==> config.mk <==
export PLATFORM = sky130hd
export DESIGN_NAME = sensor_frame_rx_flat
export DESIGN_NICKNAME = d
export VERILOG_FILES = /design/src/rtl/sensor_frame_pkg.sv /design/src/rtl/sensor_frame_rx_if.sv /design/src/rtl/sensor_gap_timer.sv /design/src/rtl/sensor_frame_rx.sv /design/src/flat_wrapper.sv
export SDC_FILE = /design/constraint.sdc
export NUM_CORES = 1
export LEC_CHECK = 0
export CORE_MARGIN = 4
export CORE_UTILIZATION = 51
export CTS_CLUSTER_SIZE = 25
export DETAILED_ROUTE_END_ITERATION = 12
export PLACE_DENSITY = 0.82
export SLEW_MARGIN = 10
export SYNTH_ARGS = -nofsm -noshare
export SYNTH_HDL_FRONTEND = slang
export SYNTH_HIERARCHICAL = 1
export SYNTH_SLANG_ARGS = --single-unit
==> constraint.sdc <==
create_clock -name clk -period 5.5 [get_ports clk]
set_clock_uncertainty 0.2 [all_clocks]
set_input_delay 1.65 -clock clk [delete_from_list [all_inputs] [get_ports clk]]
set_output_delay 1.65 -clock clk [all_outputs]
set_load 0.02 [all_outputs]
==> src/rtl/sensor_frame_pkg.sv <==
// Shared definitions for the sensor serial frame format.
// Used by the receiver (sensor_frame_rx) and the existing transmitter.
package sensor_frame_pkg;

  localparam int unsigned FRAME_W   = 12;
  localparam int unsigned SYNC_W    = 3;
  localparam int unsigned PAYLOAD_W = 8;
  localparam int unsigned BIT_CNT_W = 3;
  localparam int unsigned FCNT_W    = 16;
  localparam int unsigned ECNT_W    = 8;

  localparam logic [SYNC_W-1:0] SYNC_PAT = 3'b101;

  typedef enum logic [1:0] {
    S_HUNT   = 2'd0,
    S_DATA   = 2'd1,
    S_PARITY = 2'd2,
    S_CHECK  = 2'd3
  } state_e;

  // Even parity over payload plus parity bit.
  function automatic logic parity_ok(input logic [PAYLOAD_W-1:0] payload, input logic par);
    return ~((^payload) ^ par);
  endfunction

  // Increment that sticks at all-ones.
  function automatic logic [ECNT_W-1:0] sat_inc(input logic [ECNT_W-1:0] v);
    return (v == '1) ? v : v + ECNT_W'(1);
  endfunction

endpackage

==> src/rtl/sensor_frame_rx_if.sv <==
// Serial bit input and receive-status bundle of the sensor frame receiver.
//   data_in/data_valid : serial bit and its strobe (driven by master)
//   rx_data/rx_valid   : last good payload and its update pulse
//   parity_err/gap_err : error pulses
//   frame_count        : good frames (wrapping), err_count : errors (saturating)
interface sensor_frame_rx_if;
  import sensor_frame_pkg::*;

  logic                 data_in;
  logic                 data_valid;
  logic [PAYLOAD_W-1:0] rx_data;
  logic                 rx_valid;
  logic                 parity_err;
  logic                 gap_err;
  logic [FCNT_W-1:0]    frame_count;
  logic [ECNT_W-1:0]    err_count;

  modport master (
    output data_in, data_valid,
    input  rx_data, rx_valid, parity_err, gap_err, frame_count, err_count
  );

  modport slave (
    input  data_in, data_valid,
    output rx_data, rx_valid, parity_err, gap_err, frame_count, err_count
  );
endinterface

==> src/rtl/sensor_gap_timer.sv <==
// Counts consecutive idle ticks while enabled; flags the tick that completes
// GAP_TIMEOUT idle cycles.
//   clk, reset : clock, async active-low reset
//   enable     : counting allowed (otherwise held at zero)
//   clear      : restart the idle run (a bit arrived)
//   tick       : this cycle is idle
//   expired    : combinational, high on the GAP_TIMEOUT-th consecutive idle tick
module sensor_gap_timer #(
  parameter int unsigned GAP_TIMEOUT = 16
) (
  input  logic clk,
  input  logic reset,
  input  logic enable,
  input  logic clear,
  input  logic tick,
  output logic expired
);
  localparam int unsigned CNT_W = 8;

  logic [CNT_W-1:0] count_q, count_d;

  // Next count and expiry detect.
  always_comb begin
    count_d = count_q;
    expired = 1'b0;
    if (!enable || clear) begin
      count_d = '0;
    end else if (tick) begin
      if (count_q == CNT_W'(GAP_TIMEOUT - 1)) begin
        count_d = '0;
        expired = 1'b1;
      end else begin
        count_d = count_q + CNT_W'(1);
      end
    end
  end

  always_ff @(posedge clk or negedge reset) begin
    if (!reset) count_q <= '0;
    else        count_q <= count_d;
  end
endmodule

==> src/rtl/sensor_frame_rx.sv <==
// Sensor serial frame receiver: hunts for the 1,0,1 sync with a sliding
// window, collects 8 payload bits LSB first and an even parity bit, and
// reports good frames, parity failures and mid-frame gap aborts.
//   clk, reset : clock, async active-low reset
//   bus        : slave side of sensor_frame_rx_if (serial in, status out)
module sensor_frame_rx
  import sensor_frame_pkg::*;
#(
  parameter int unsigned GAP_TIMEOUT = 16
) (
  input  logic             clk,
  input  logic             reset,
  sensor_frame_rx_if.slave bus
);

  state_e               state_q, state_d;
  logic [SYNC_W-1:0]    window_q, window_d;
  logic [BIT_CNT_W-1:0] bit_cnt_q, bit_cnt_d;
  logic [PAYLOAD_W-1:0] payload_q, payload_d;
  logic [PAYLOAD_W-1:0] rx_data_q, rx_data_d;
  logic                 rx_valid_q, rx_valid_d;
  logic                 parity_err_q, parity_err_d;
  logic                 gap_err_q, gap_err_d;
  logic [FCNT_W-1:0]    frame_count_q, frame_count_d;
  logic [ECNT_W-1:0]    err_count_q, err_count_d;
  logic                 gap_en_c;
  logic                 gap_expired_c;

  // Idle cycles only matter once a frame has synced.
  assign gap_en_c = (state_q == S_DATA) || (state_q == S_PARITY);

  sensor_gap_timer #(.GAP_TIMEOUT(GAP_TIMEOUT)) u_gap_timer (
    .clk     (clk),
    .reset   (reset),
    .enable  (gap_en_c),
    .clear   (bus.data_valid),
    .tick    (~bus.data_valid),
    .expired (gap_expired_c)
  );

  // Next-state and registered-output logic.
  always_comb begin
    state_d       = state_q;
    window_d      = window_q;
    bit_cnt_d     = bit_cnt_q;
    payload_d     = payload_q;
    rx_data_d     = rx_data_q;
    rx_valid_d    = 1'b0;
    parity_err_d  = 1'b0;
    gap_err_d     = 1'b0;
    frame_count_d = frame_count_q;
    err_count_d   = err_count_q;

    case (state_q)
      S_HUNT: begin
        if (bus.data_valid) begin
          window_d = {window_q[SYNC_W-2:0], bus.data_in};
          if (window_d == SYNC_PAT) begin
            state_d   = S_DATA;
            bit_cnt_d = '0;
          end
        end
      end
      S_DATA: begin
        if (bus.data_valid) begin
          payload_d = {bus.data_in, payload_q[PAYLOAD_W-1:1]};
          bit_cnt_d = bit_cnt_q + BIT_CNT_W'(1);
          if (bit_cnt_q == BIT_CNT_W'(PAYLOAD_W - 1)) state_d = S_PARITY;
        end
      end
      S_PARITY: begin
        if (bus.data_valid) begin
          state_d = S_CHECK;
          if (parity_ok(payload_q, bus.data_in)) begin
            rx_valid_d    = 1'b1;
            rx_data_d     = payload_q;
            frame_count_d = frame_count_q + FCNT_W'(1);
          end else begin
            parity_err_d = 1'b1;
            err_count_d  = sat_inc(err_count_q);
          end
        end
      end
      S_CHECK: begin
        // Bits arriving here are dropped on purpose.
        state_d  = S_HUNT;
        window_d = '0;
      end
      default: begin
        state_d  = S_HUNT;
        window_d = '0;
      end
    endcase

    // Expiry only fires on an idle cycle in S_DATA/S_PARITY, so it never
    // collides with a bit accepted above.
    if (gap_expired_c) begin
      state_d     = S_HUNT;
      window_d    = '0;
      gap_err_d   = 1'b1;
      err_count_d = sat_inc(err_count_q);
    end
  end

  always_ff @(posedge clk or negedge reset) begin
    if (!reset) begin
      state_q       <= S_HUNT;
      window_q      <= '0;
      bit_cnt_q     <= '0;
      payload_q     <= '0;
      rx_data_q     <= '0;
      rx_valid_q    <= 1'b0;
      parity_err_q  <= 1'b0;
      gap_err_q     <= 1'b0;
      frame_count_q <= '0;
      err_count_q   <= '0;
    end else begin
      state_q       <= state_d;
      window_q      <= window_d;
      bit_cnt_q     <= bit_cnt_d;
      payload_q     <= payload_d;
      rx_data_q     <= rx_data_d;
      rx_valid_q    <= rx_valid_d;
      parity_err_q  <= parity_err_d;
      gap_err_q     <= gap_err_d;
      frame_count_q <= frame_count_d;
      err_count_q   <= err_count_d;
    end
  end

  assign bus.rx_data     = rx_data_q;
  assign bus.rx_valid    = rx_valid_q;
  assign bus.parity_err  = parity_err_q;
  assign bus.gap_err     = gap_err_q;
  assign bus.frame_count = frame_count_q;
  assign bus.err_count   = err_count_q;

endmodule

==> src/flat_wrapper.sv <==
// flat-port wrapper written by rule: the top's interface ports become plain ports
module sensor_frame_rx_flat import sensor_frame_pkg::*;
#(
  parameter int unsigned GAP_TIMEOUT = 16
)
  (clk, reset, bus_data_in, bus_data_valid, bus_rx_data, bus_rx_valid, bus_parity_err, bus_gap_err, bus_frame_count, bus_err_count);
  sensor_frame_rx_if bus_i ();
  input  logic clk;
  input  logic reset;
  input wire logic [$bits(bus_i.data_in)-1:0] bus_data_in;
  input wire logic [$bits(bus_i.data_valid)-1:0] bus_data_valid;
  output wire logic [$bits(bus_i.rx_data)-1:0] bus_rx_data;
  output wire logic [$bits(bus_i.rx_valid)-1:0] bus_rx_valid;
  output wire logic [$bits(bus_i.parity_err)-1:0] bus_parity_err;
  output wire logic [$bits(bus_i.gap_err)-1:0] bus_gap_err;
  output wire logic [$bits(bus_i.frame_count)-1:0] bus_frame_count;
  output wire logic [$bits(bus_i.err_count)-1:0] bus_err_count;
  assign bus_i.data_in = bus_data_in;
  assign bus_i.data_valid = bus_data_valid;
  assign bus_rx_data = bus_i.rx_data;
  assign bus_rx_valid = bus_i.rx_valid;
  assign bus_parity_err = bus_i.parity_err;
  assign bus_gap_err = bus_i.gap_err;
  assign bus_frame_count = bus_i.frame_count;
  assign bus_err_count = bus_i.err_count;
  sensor_frame_rx #(.GAP_TIMEOUT(GAP_TIMEOUT)) u_core (.clk(clk), .reset(reset), .bus(bus_i));
endmodule
**Yosys cells after proc, flatten, opt, wreduce, memory -nomap -nowiden**

Index checks and enable logic that the tools add are counted.

- Bits in registers: 58
- Bits in latches: 0
- Bits in writable memories: 0
- Memory bits (read-only): 0
- Bits of input ports: 4
- Output and inout port bits: 35
- Logic and storage cells: 81
- Memories kept: 0

- Add/subtract/negate cells: 4
- $mul: 0
- Divide/modulo/power cells: 0
- $lt $le $gt $ge: 0
- Eq/ne operators: 16
- Shift operators: 0
- Muxes and demuxes: 32
- Bitwise operators: 2
- Reductions and logical operators: 16

Operators by type and width:

| kind | count |
|---|---|
| two-way mux 8 bit | 8 |
| adder 16 x 1 -> 16 bit (second input constant) | 1 |
| adder 8 x 1 -> 8 bit (second input constant) | 2 |
| two-way mux 2 bit | 8 |
| inequality test 3 x 2 -> 1 bit (second input constant) | 4 |
| two-way mux 1 bit | 10 |
| two-way mux 3 bit | 3 |
| == test 8 x 4 -> 1 bit (second input constant) | 1 |
| == test 8 bit (second input constant) | 1 |
| one-hot mux 2 bit (4 select lines) | 1 |
| nonzero test 2 bit | 4 |
| parity 8 bit | 1 |
| == test 3 bit (second input constant) | 2 |
| one-hot mux 3 bit (2 select lines) | 1 |
| AND reduction 3 bit | 2 |
| AND reduction 5 bit | 1 |
| == test 2 bit (second input constant) | 2 |
| inequality test 2 x 1 -> 1 bit (second input constant) | 2 |
| inequality test 2 bit (second input constant) | 2 |
| one-hot mux 2 bit (2 select lines) | 1 |
| AND reduction 2 bit | 2 |
| AND reduction 4 bit | 1 |
| adder 3 x 1 -> 3 bit (second input constant) | 1 |
| inequality test 3 x 1 -> 1 bit (second input constant) | 1 |
| 7 further kinds | 8 |

**Logic depth before layout (Yosys ltp)**

Gate-level depths: netlist of the first run.

- Depth after elaboration: 7
- Depth in mapped cells: 9
- Mapped depth without buffers: 8

**By module**

The synthesis of the first run kept the hierarchy.

Modules (own cells, without submodules):

| module | instances | cells an instance | area an instance (sq um) | sequential area each (sq um) |
|---|---|---|---|---|
| sensor_frame_rx | 1 | 199 | 2444.8 | 1251.2 |
| sensor_gap_timer | 1 | 48 | 456.7 | 200.2 |

**Least setup slack after synthesis of the first run**

Ideal clock, no wire load.

- Path kind: in2reg
- Start: in bus_data_valid
- End: reg u_core.err_count_q[1] (netlist: u_core/bus.err_count[1])
- Library setup time: 0.125 ns
- Data arrival time: 3.233 ns
- Required time: 5.175 ns
- Slack: 1.942 ns
- Stages on the path: 9
- Path buffers: 2
- Cell sequence: clkbuf_1 > inv_1 > nand3b_1 > nor2_1 > clkbuf_1 > a21oi_1 > a31oi_1 > nand2_1 > mux2_2

- Longest elaborated chain between the ends: 4
- Elaborated cells between the ends (all ways): 8
- Classes of those cells: mux (3); reduce/logical (5)

RTL lines:

| what | RTL line | text |
|---|---|---|
| start, declared | flat_wrapper.sv:11 | `input wire logic [$bits(bus_i.data_valid)-1:0] bus_data_valid;` |
| two-way mux 1 bit or logical OR 1 bit (tied branches) | sensor_gap_timer.sv:28, sensor_gap_timer.sv:26 |  |
| two-way mux 1 bit | sensor_gap_timer.sv:26 | `if (!enable \|\| clear) begin` |
| nonzero test 2 bit (no line) | -- |  |
| AND reduction 3 bit (no line) | -- |  |
| end signal, assigned | sensor_frame_rx.sv:127 | `err_count_q <= err_count_d;` |
| end, declared | sensor_frame_rx.sv:25 | `logic [ECNT_W-1:0] err_count_q, err_count_d;` |

Several ways; a longest one is shown, not always the timed one.
A chain may end at the register's enable or synchronous reset.

**Worst setup path in the final report of the first run**

Same ends and word-level chain as after synthesis.

==> key figures, run 1 <==
Final layout
  • Final instance count without filler cells: 368
  • P&R area growth vs syn: 23.98%
  • Nets: 304
  • Ratio of cells with drive above 1 in the final layout: 0.1554
  • Antenna Cells: 0
  • Post-route cell area: 3597 um2

Global route
  • Largest net degree at the start of global routing: 59
  • GRT overflow: 0
  • GRT Util Overall: 0.1700
  • First-pass GRT wire length: 9453 um
  • Antenna violations before repair: 0
  • Vias in the first global route: 1987

Floorplanning
  • Core ar.: 5507 um2
  • Die area: 6960 um2
  • Die span in x: 83.43 um
  • Chip height: 83.43 um
  • I/O Pins: 39
  • Starting Density: 0.5269
  • Site Rows: 27

Logic synthesis
  • Number of synthesized register bits: 58
  • Number of synthesized flops with an enable pin: 0
  • Post-synth ARST share: 1.000
  • Syn Std Cell Area: 2902 um2
  • Seq/Total Area, Yosys: 0.5002
  • Synth unique cells: 42
  • Syn_nets: 260
  • Post-Syn Instances: 247
  • Mapped Avg Cell Area: 11.75 um2
  • Top cells by area, synth: dfrtp_1 (50%), xnor2_1 (5.4%), mux2_2 (5.0%), mux2_4 (4.1%), ha_1 (3.9%)
  • Top FF cell, synth: dfrtp_1
  • Synth top area share: 0.5002
  • Synth Warn #: 6
  • Yosys top cell by area: dfrtp_1

Worst hold path
  • HP Class: reg -> reg

STA
  • Hold_ws: 271.3 ps
  • Final critical-path required period: 4050 ps
  • Setup violators final: 0
  • Unrepaired setup endpoints after global routing: no
  • Hold Vio Cnt, Final: 0
  • Period utilization: 0.7364
  • Count of pins over their slew limit: 0
  • Slew headroom: 0.4524
  • Worst slew pin tran: 815.2 ps
  • Fmax: 246.9 MHz
  • Sum Neg Setup Slack: 0 ps

Critical path
  • CP bufs+invs: 2
  • Crit-path leading delay family: buffers and inverters
  • Worst Path Arrival: 4060 ps
  • CP peak stage delay: 580 ps
  • Crit path max-delay cell type: clkdlybuf4s50_1
  • Setup Crit Path Kind: in -> reg
  • Critical path, cell by cell: clkdlybuf4s50_1 > inv_1 > nand3b_1 > nor2_1 > a21oi_1 > a31oi_1 > nand2_1 > mux2_2
  • CP Capture Type: flop
  • CP Launch Type: input port
  • Worst Path Required: 5510 ps
  • CP Max Fanout: 11

Pwr
  • Peak VDD IR: 0.3578 mV
  • Pwr per Cell Area: 583.3 nW/um2
  • Lkg Pwr: 1.588 nW

CTS
  • Clk slew on worst S/H paths: 60 ps
  • CTS sink cnt: 58
  • # hold bufs at CTS: 0
  • TritonCTS Buffers: 9
  • Clk root buf: clkbuf_8
  • Clock buffer depth: 2
  • Post-cts repair resize count: 0
  • Htree depth: 3
  • Clock Latency Late Sink: 330 ps
  • CTS tree: yes
  • Setup bufs post-CTS: 0

Route
  • Vias: 2058
  • Wire per inst: 15.46 um
  • DRC viols: 0
  • First drt pass iteration count: 4
  • Routed WL: 5690 um
  • Remaining antenna violation count: 0
  • Via density: 5.592
  • First DRT Iteration DRCs: 108

Placed design
  • Dpl cell area: 3344 um2
  • Routability congestion estimate: 0.8153
  • Placed Cells: 352
  • DP HPWL: 3810 um
  • PortBufs: 38

Status
  • Outcome: completed

Job
  • Number of max-cap violations: 0
-- power breakdown --
part,total (mW),switching (mW),internal [mW]
logic,0.977,0.548,0.429
registers,0.629,0.0997,0.530
clock network,0.492,0.166,0.326
total,2.10,0.814,1.28
-- per-layer routing --
| layer | GRT usage | up-vias | wire [um] |
|---|---|---|---|
| met4 | 0.08041 | 0 | 105 |
| met1 | 0.2108 | 1020 | 2523 |
| met2 | 0.2792 | 61 | 2786 |
| li1 | - | 969 | - |
| met5 | 0 | - | 0 |
| met3 | 0.04167 | 8 | 275 |
-- layout make-up --
cell class | count | area [um2]
flip-flops and latches | 58 | 1451
multi-input cells | 178 | 1401
inverters | 5 | 18.77
clock inverters | 4 | 97.59
fillers | 406 | 1909
well taps | 72 | 90.09
repair buffers | 39 | 382.9
clock buffers | 12 | 155.1
-- cell usage after synthesis (2+ instances only) --
master	number
a21oi_1	6
a311oi_1	2
a31oi_1	2
a32o_1	2
and3_1	7
and4_1	2
clkbuf_1	5
dfrtp_1	58
ha_1	9
inv_1	5
mux2_2	13
mux2_4	8
nand2_1	17
nand2b_1	4
nand3_1	15
nand3b_1	3
nand4_1	6
nor2_1	18
nor2b_1	2
nor3_1	10
nor3b_1	2
o21ai_0	4
xnor2_1	18
xor2_1	11
-- per-stage QoR --
stage	setup WS [ps]	util	total power [mW]
6_report	1450	0.6533	2.098
5_1_grt	1262	0.6533	2.217
4_1_cts	1495	0.6533	2.104
3_5_place_dp	1155	0.6074	1.608
3_3_place_gp	1240	0.6074	1.574
2_1_floorplan	1942	-	1.356
-- worst paths after layout --
kind / from / endpoint / slack, ps / depth (start not counted)
max: bus_data_valid / u_core/bus.err_count[1] / 1450 / 8
min: u_core/bus.frame_count[15] / u_core/bus.frame_count[15] / 270 / 1
max reg2reg: u_core/state_q[0] / u_core/bus.err_count[1] / 2840 / 8
min reg2reg: u_core/bus.frame_count[15] / u_core/bus.frame_count[15] / 270 / 1
max in group asynchronous: reset / u_core/bit_cnt_q[1] / 3360 / 2
min in group asynchronous: reset / u_core/payload_q[3] / 1250 / 2
-- kinds of logic after synthesis --
kind of cell	share of synthesized area
AOI/OAI and AO/OA	0.05391
xor gates and xnor gates	0.1130
adders and majority gates	0.03881
buffers and inverters	0.01682
DFF	0.5002
muxes	0.1031
and+or+nand+nor	0.1742
-- sequential cells by signal, summed over array words and instances (netlist names), 2 cells and up --
name                        count
u_core/bus.frame_count         16
u_core/bus.err_count            8
u_core/bus.rx_data              8
u_core/payload_q                8
u_core/u_gap_timer/count_q      8
u_core/bit_cnt_q                3
u_core/state_q                  2
u_core/window_q                 2
-- worst reg2reg max path, stage by stage (launching register included) --
cell and delay [ps]:
dfrtp_1 410, inv_1 90, ha_1 330, nand3b_1 120
nor2_1 440, a21oi_1 130, a31oi_1 360, nand2_1 170
mux2_2 290
-- cell usage in the layout, fill, tap and decap left out, types with 5 or more instances in the layout --
cell | synthesis | final
dfrtp_1 | 58 | 58
nor2_1 | 18 | 18
mux2_4 | 8 | 8
and3_1 | 7 | 7
clkbuf_8 | 0 | 11
nand4_1 | 6 | 6
nand2_1 | 17 | 17
xor2_1 | 11 | 11
clkdlybuf4s50_1 | 0 | 37
nand3_1 | 15 | 15
inv_1 | 5 | 5
xnor2_1 | 18 | 18
ha_1 | 9 | 9
mux2_2 | 13 | 13
nor3_1 | 10 | 10
a21oi_1 | 6 | 6
Note: power is estimated with default switching activity, not from simulation.
==> run 2: changes to the inputs <==
--- a/config.mk
+++ b/config.mk
@@ -6,7 +6,7 @@
 export NUM_CORES = 1
 export LEC_CHECK = 0
 export CORE_MARGIN = 4
-export CORE_UTILIZATION = 51
+export CORE_UTILIZATION = 49
 export CTS_CLUSTER_SIZE = 25
 export DETAILED_ROUTE_END_ITERATION = 12
 export PLACE_DENSITY = 0.82
==> constraint.sdc (replaced) <==
create_clock -name clk -period 3.5 [get_ports clk]
set_clock_uncertainty 0.2 [all_clocks]
set_input_delay 1.05 -clock clk [delete_from_list [all_inputs] [get_ports clk]]
set_output_delay 1.05 -clock clk [all_outputs]
set_load 0.02 [all_outputs]
==> key figures, run 2 (synthesis results as in run 1) <==
Global route
  • M2 GR Usage: 0.2768
  • Largest net degree at the start of global routing: 38
  • Met3 GRT Util: 0.03398
  • GRT overflow: 0
  • Grt met1 use: 0.2164
  • Grt peak-use layer: met2
  • First-pass GRT wire length: 9901 um
  • Vias in the first global route: 2133
  • Antenna violations before repair: 0
  • GRT Util Overall: 0.1722

Floorplanning
  • Chip height: 84.95 um
  • Site Rows: 27
  • Die span in x: 84.95 um
  • Die area: 7217 um2
  • I/O Pins: 39
  • Core ar.: 5608 um2
  • Starting Density: 0.5174

Route
  • Wire per inst: 14.89 um
  • First drt pass iteration count: 6
  • Via density: 5.507
  • DRC viols: 0
  • Remaining antenna violation count: 0
  • Routed WL: 5615 um
  • Vias: 2076
  • First DRT Iteration DRCs: 79

Placed design
  • DP HPWL: 3835 um
  • Routability congestion estimate: 0.8256
  • PortBufs: 38
  • Place WS: 99.11 ps

CTS
  • Post-cts repair resize count: 0
  • CTS tree: yes
  • CTS sink cnt: 58
  • TritonCTS Buffers: 9
  • Clock Latency Late Sink: 330 ps
  • Htree depth: 3
  • # hold bufs at CTS: 0
  • Clk slew on worst S/H paths: 70 ps
  • Clk root buf: clkbuf_8
  • Setup bufs post-CTS: 0
  • Clock buffer depth: 2

Final layout
  • P&R area growth vs syn: 26.22%
  • Antenna Cells: 0
  • Ratio of cells with drive above 1 in the final layout: 0.1836
  • # fillers: 425
  • Nets: 313
  • Max reg flops: 16
  • Commonest non-fill, non-tap cell in the layout: dfrtp_1
  • Commonest cells after routing, fill and taps aside: dfrtp_1 (58), clkdlybuf4s50_1 (37), xnor2_1 (18), nor2_1 (18), nand2_1 (17)

STA
  • Period utilization: 0.8709
  • Hold Vio Cnt, Final: 0
  • Post-route setup slack: 452.0 ps
  • Fmax: 328.1 MHz
  • Slew headroom: 0.4645
  • Final critical-path required period: 3048 ps
  • Sum Neg Setup Slack: 0 ps
  • Setup violators final: 0
  • Count of pins over their slew limit: 0
  • Hold_ws: 279.7 ps
  • Worst slew pin tran: 803.3 ps
  • Unrepaired setup endpoints after global routing: no

Pwr
  • Lkg Pwr: 1.633 nW
  • Switching Share: 0.3841
  • Gate power share: 0.485
  • Pint: 2.047 mW
  • Peak VDD IR: 0.6039 mV
  • Power share of the clock group: 0.217
  • Pwr per Cell Area: 907.6 nW/um2
  • Psw: 1.277 mW
  • Sequential power share: 0.298

Status
  • Outcome: completed

Critical path
  • Setup Crit Path Kind: in -> reg
  • CP Capture Type: flop
  • CP Max Fanout: 11
  • Worst Path Arrival: 3060 ps
  • CP Launch Type: input port
  • Worst Path Required: 3520 ps

Worst hold path
  • HP Class: reg -> reg

Job
  • Number of max-cap violations: 0
## run 2: changes by cell type in the layout (fill, tap and decap cells not counted)
| cell | previous run | this run |
|---|---|---|
| clkinv_2 | 0 | 1 |
| bufinv_16 | 3 | 2 |
| clkbuf_8 | 11 | 12 |
| buf_4 | 1 | 9 |
| clkbuf_1 | 1 | 0 |
| buf_12 | 0 | 1 |
## run 2: final timing paths
kind                                            start                         end  slack [ps]  cells after the start
max                                       bus_data_in       u_core/bus.rx_data[7]         450                      6
min                        u_core/bus.frame_count[15]  u_core/bus.frame_count[15]         280                      1
max reg2reg                         u_core/state_q[0]     u_core/bus.err_count[5]         980                      9
min reg2reg                u_core/bus.frame_count[15]  u_core/bus.frame_count[15]         280                      1
max in group asynchronous                       reset   u_core/bus.frame_count[4]        1820                      2
min in group asynchronous                       reset       u_core/bus.rx_data[3]         600                      1
## run 2: through the flow
stage          power, mW  utilization  area, um2  instances
2_1_floorplan      2.131            -       2902        247
3_3_place_gp       2.568       0.6107       3425        361
3_5_place_dp       2.609       0.6107       3425        361
4_1_cts            3.350       0.6531       3662        377
5_1_grt            3.528       0.6531       3662        377
6_report           3.324       0.6531       3662        377
## run 2: power by group through the flow
stage          sequential (mW)  clock [mW]  combinational [mW]
3_5_place_dp              1.00           0                1.61
3_3_place_gp             0.994           0                1.57
4_1_cts                  0.991       0.737                1.62
6_report                 0.990       0.722                1.61
5_1_grt                   1.02       0.767                1.74
2_1_floorplan             1.06           0                1.07
## run 2: worst max-delay path: stages
cell and delay, ps:
clkdlybuf4s50_1 570, xnor3_1 560, xor2_4 360, nor2_4 60
buf_12 170, mux2_4 290
## run 2: area by class of cell
type	instances	area [um2]	share of cell area
sequential	58	1451	0.3963
multi-input combinational	178	1401	0.3826
timing repair buffer	48	462.9	0.1264
clock buffer	12	165.2	0.04510
tap	72	90.09	0.02460
clock inverter	4	72.57	0.01982
inverter	5	18.77	0.005125
## run 2: per-layer routing
layer	vias to the layer above	routed length, um
li1	981	-
met1	1036	2501
met2	48	2752
met3	11	235
met4	0	125
met5	-	0
==> run 3: changes to the inputs <==
--- a/config.mk
+++ b/config.mk
@@ -7,10 +7,10 @@
 export LEC_CHECK = 0
 export CORE_MARGIN = 4
 export CORE_UTILIZATION = 49
-export CTS_CLUSTER_SIZE = 25
+export CTS_CLUSTER_SIZE = 28
 export DETAILED_ROUTE_END_ITERATION = 12
 export PLACE_DENSITY = 0.82
-export SLEW_MARGIN = 10
+export SLEW_MARGIN = 20
 export SYNTH_ARGS = -nofsm -noshare
 export SYNTH_HDL_FRONTEND = slang
 export SYNTH_HIERARCHICAL = 1
==> results of run 3 <==
Same layout as run 2: the final DEF is identical, and so are final timing and power.
==> patch (config.mk and constraints of run 3) <==
Set the package constant `FCNT_W` to 24 (it was 16).
--- a/src/rtl/sensor_frame_pkg.sv
+++ b/src/rtl/sensor_frame_pkg.sv
@@ -6,7 +6,7 @@
   localparam int unsigned SYNC_W    = 3;
   localparam int unsigned PAYLOAD_W = 8;
   localparam int unsigned BIT_CNT_W = 3;
-  localparam int unsigned FCNT_W    = 16;
+  localparam int unsigned FCNT_W    = 24;
   localparam int unsigned ECNT_W    = 8;
 
   localparam logic [SYNC_W-1:0] SYNC_PAT = 3'b101;
Ports: changed (resized bus_frame_count); port bits go from 39 to 47. The function was not compared with the original's and may differ.
==> patch against run 3 <==
Cell area increased by 6.7%; clock power decreased by 13%; synthesized area increased by 8.4%; sequential cell count increased by 8; register-to-register slack improved by 0.10 ns; power decreased by 7.2%; cell count increased by 8.5%; wire length increased by 8.1%; setup slack improved by 0.038 ns; critical path type unchanged; critical endpoint is now u_core/bus.rx_data[2]$_DFFE_PN0P_; highest routed layer unchanged.
==> patch: results (changes against run 3) <==
| Metric | Value |
|---|---|
| Slowest stage delay, CP | `0.53 ns (-0.04 ns)` |
| Via count | `2202 (+6.1%)` |
| Critical R2R Launch | `u_core/state_q[1]$_DFFE_PN0P_` |
| PortBufs | `46 (+21%)` |
| GRT met2 Usage | `0.275 (-0.00218)` |
| VDD IR max | `0.000742 V (+23%)` |
| LEAKAGE | `1.76 nW (+7.7%)` |
| Met3 Use GR | `0.0602 (+0.0262)` |
| Largest net degree at the start of global routing | `36 (-5.3%)` |
| Power Dens Cells | `790 mW/mm² (-13%)` |
| Final net count | `342 (+9.3%)` |
| Initial DRT Pass Iterations | `4 (-2)` |
| HP Start | `u_core/bus.frame_count[23]$_DFFE_PN0P_` |
| Initial drt markers | `149 (+89%)` |
| Met1 Track Usage GR | `0.236 (+0.0193)` |
| Worst Path Max Fanout | `21 (+10)` |
| Worst r2r dst | `u_core/bus.err_count[7]$_DFFE_PN0P_` |
| Clock power frac | `0.205 (-0.012)` |
| Most common library cells after synthesis | `dfrtp_1 (66), nor2_1 (25), nand2_1 (23)` |
| Number of flip-flops in the largest register | `24 (+8)` |
| Routability cong. | `0.794 (-3.8%)` |
| WP data arrival | `3.04 ns (-0.02 ns)` |
| Max_slew headroom | `0.524 (+0.0596)` |
| Hold slack | `0.280 ns (+0.000742 ns)` |
| Synthesized Nets | `285 (+9.6%)` |
| Fraction of layout cells with a size suffix above 1 | `0.150 (-0.0339)` |
| First-pass GRT wire length | `10600 µm (+6.8%)` |
| Placed wire-length estimate | `4370 µm (+14%)` |
| Seq/Total Area, Yosys | `0.525 (+0.0248)` |
| WL per Instance | `14.8 µm (-0.39%)` |
| Total track usage | `0.178 (+0.00550)` |
| Met1 WL | `2720 µm (+8.8%)` |
| Status | `finished, final reports clean` |
| Psw | `0.00111 W (-13%)` |
| Hold EP | `u_core/bus.frame_count[23]$_DFFE_PN0P_` |
## patch: stage by stage
| step | util | cells | worst slack (ns) |
|---|---|---|---|
| floorplan | - | 272 | 0.729 |
| global placement | 0.612 | 393 | 0.151 |
| detailed placement | 0.612 | 393 | 0.123 |
| CTS | 0.645 | 409 | 0.487 |
| global route | 0.645 | 409 | 0.385 |
| finish | 0.645 | 409 | 0.490 |
## patch: area by class of cell
| cell class | instances | area [µm²] | area share |
|---|---|---|---|
| Clock buffer | 11 | 141 | 0.0362 |
| Tap cell | 75 | 93.8 | 0.0240 |
| Inverter | 11 | 41.3 | 0.0106 |
| Timing Repair Buffer | 51 | 505 | 0.129 |
| Sequential cell | 66 | 1650 | 0.423 |
| Clock inverter | 5 | 53.8 | 0.0138 |
| Multi-Input combinational cell | 190 | 1420 | 0.363 |
## patch: cell families (layout without fill, tap and decap cells)
kind of cell,count (synthesis),count (layout),synth area share
and+or+nand+nor,98,98,0.164
muxes,23,23,0.0811
xor gates and xnor gates,39,39,0.124
adders and majority gates,9,9,0.0358
DFF,66,66,0.525
AOI/OAI and AO/OA,21,21,0.0461
buffers and inverters,16,78,0.0239
## patch: worst max path at each step
| stage | end | slack, ns | depth (start not counted) |
|---|---|---|---|
| floorplan | u_core/bus.err_count[7]$_DFFE_PN0P_ | 0.73 | 9 |
| global placement | u_core/bus.rx_data[3]$_DFFE_PN0P_ | 0.15 | 5 |
| detailed placement | u_core/bus.rx_data[0]$_DFFE_PN0P_ | 0.12 | 5 |
| CTS | u_core/bus.rx_data[2]$_DFFE_PN0P_ | 0.49 | 5 |
| global route | u_core/bus.rx_data[2]$_DFFE_PN0P_ | 0.38 | 5 |
| finish | u_core/bus.rx_data[2]$_DFFE_PN0P_ | 0.49 | 5 |
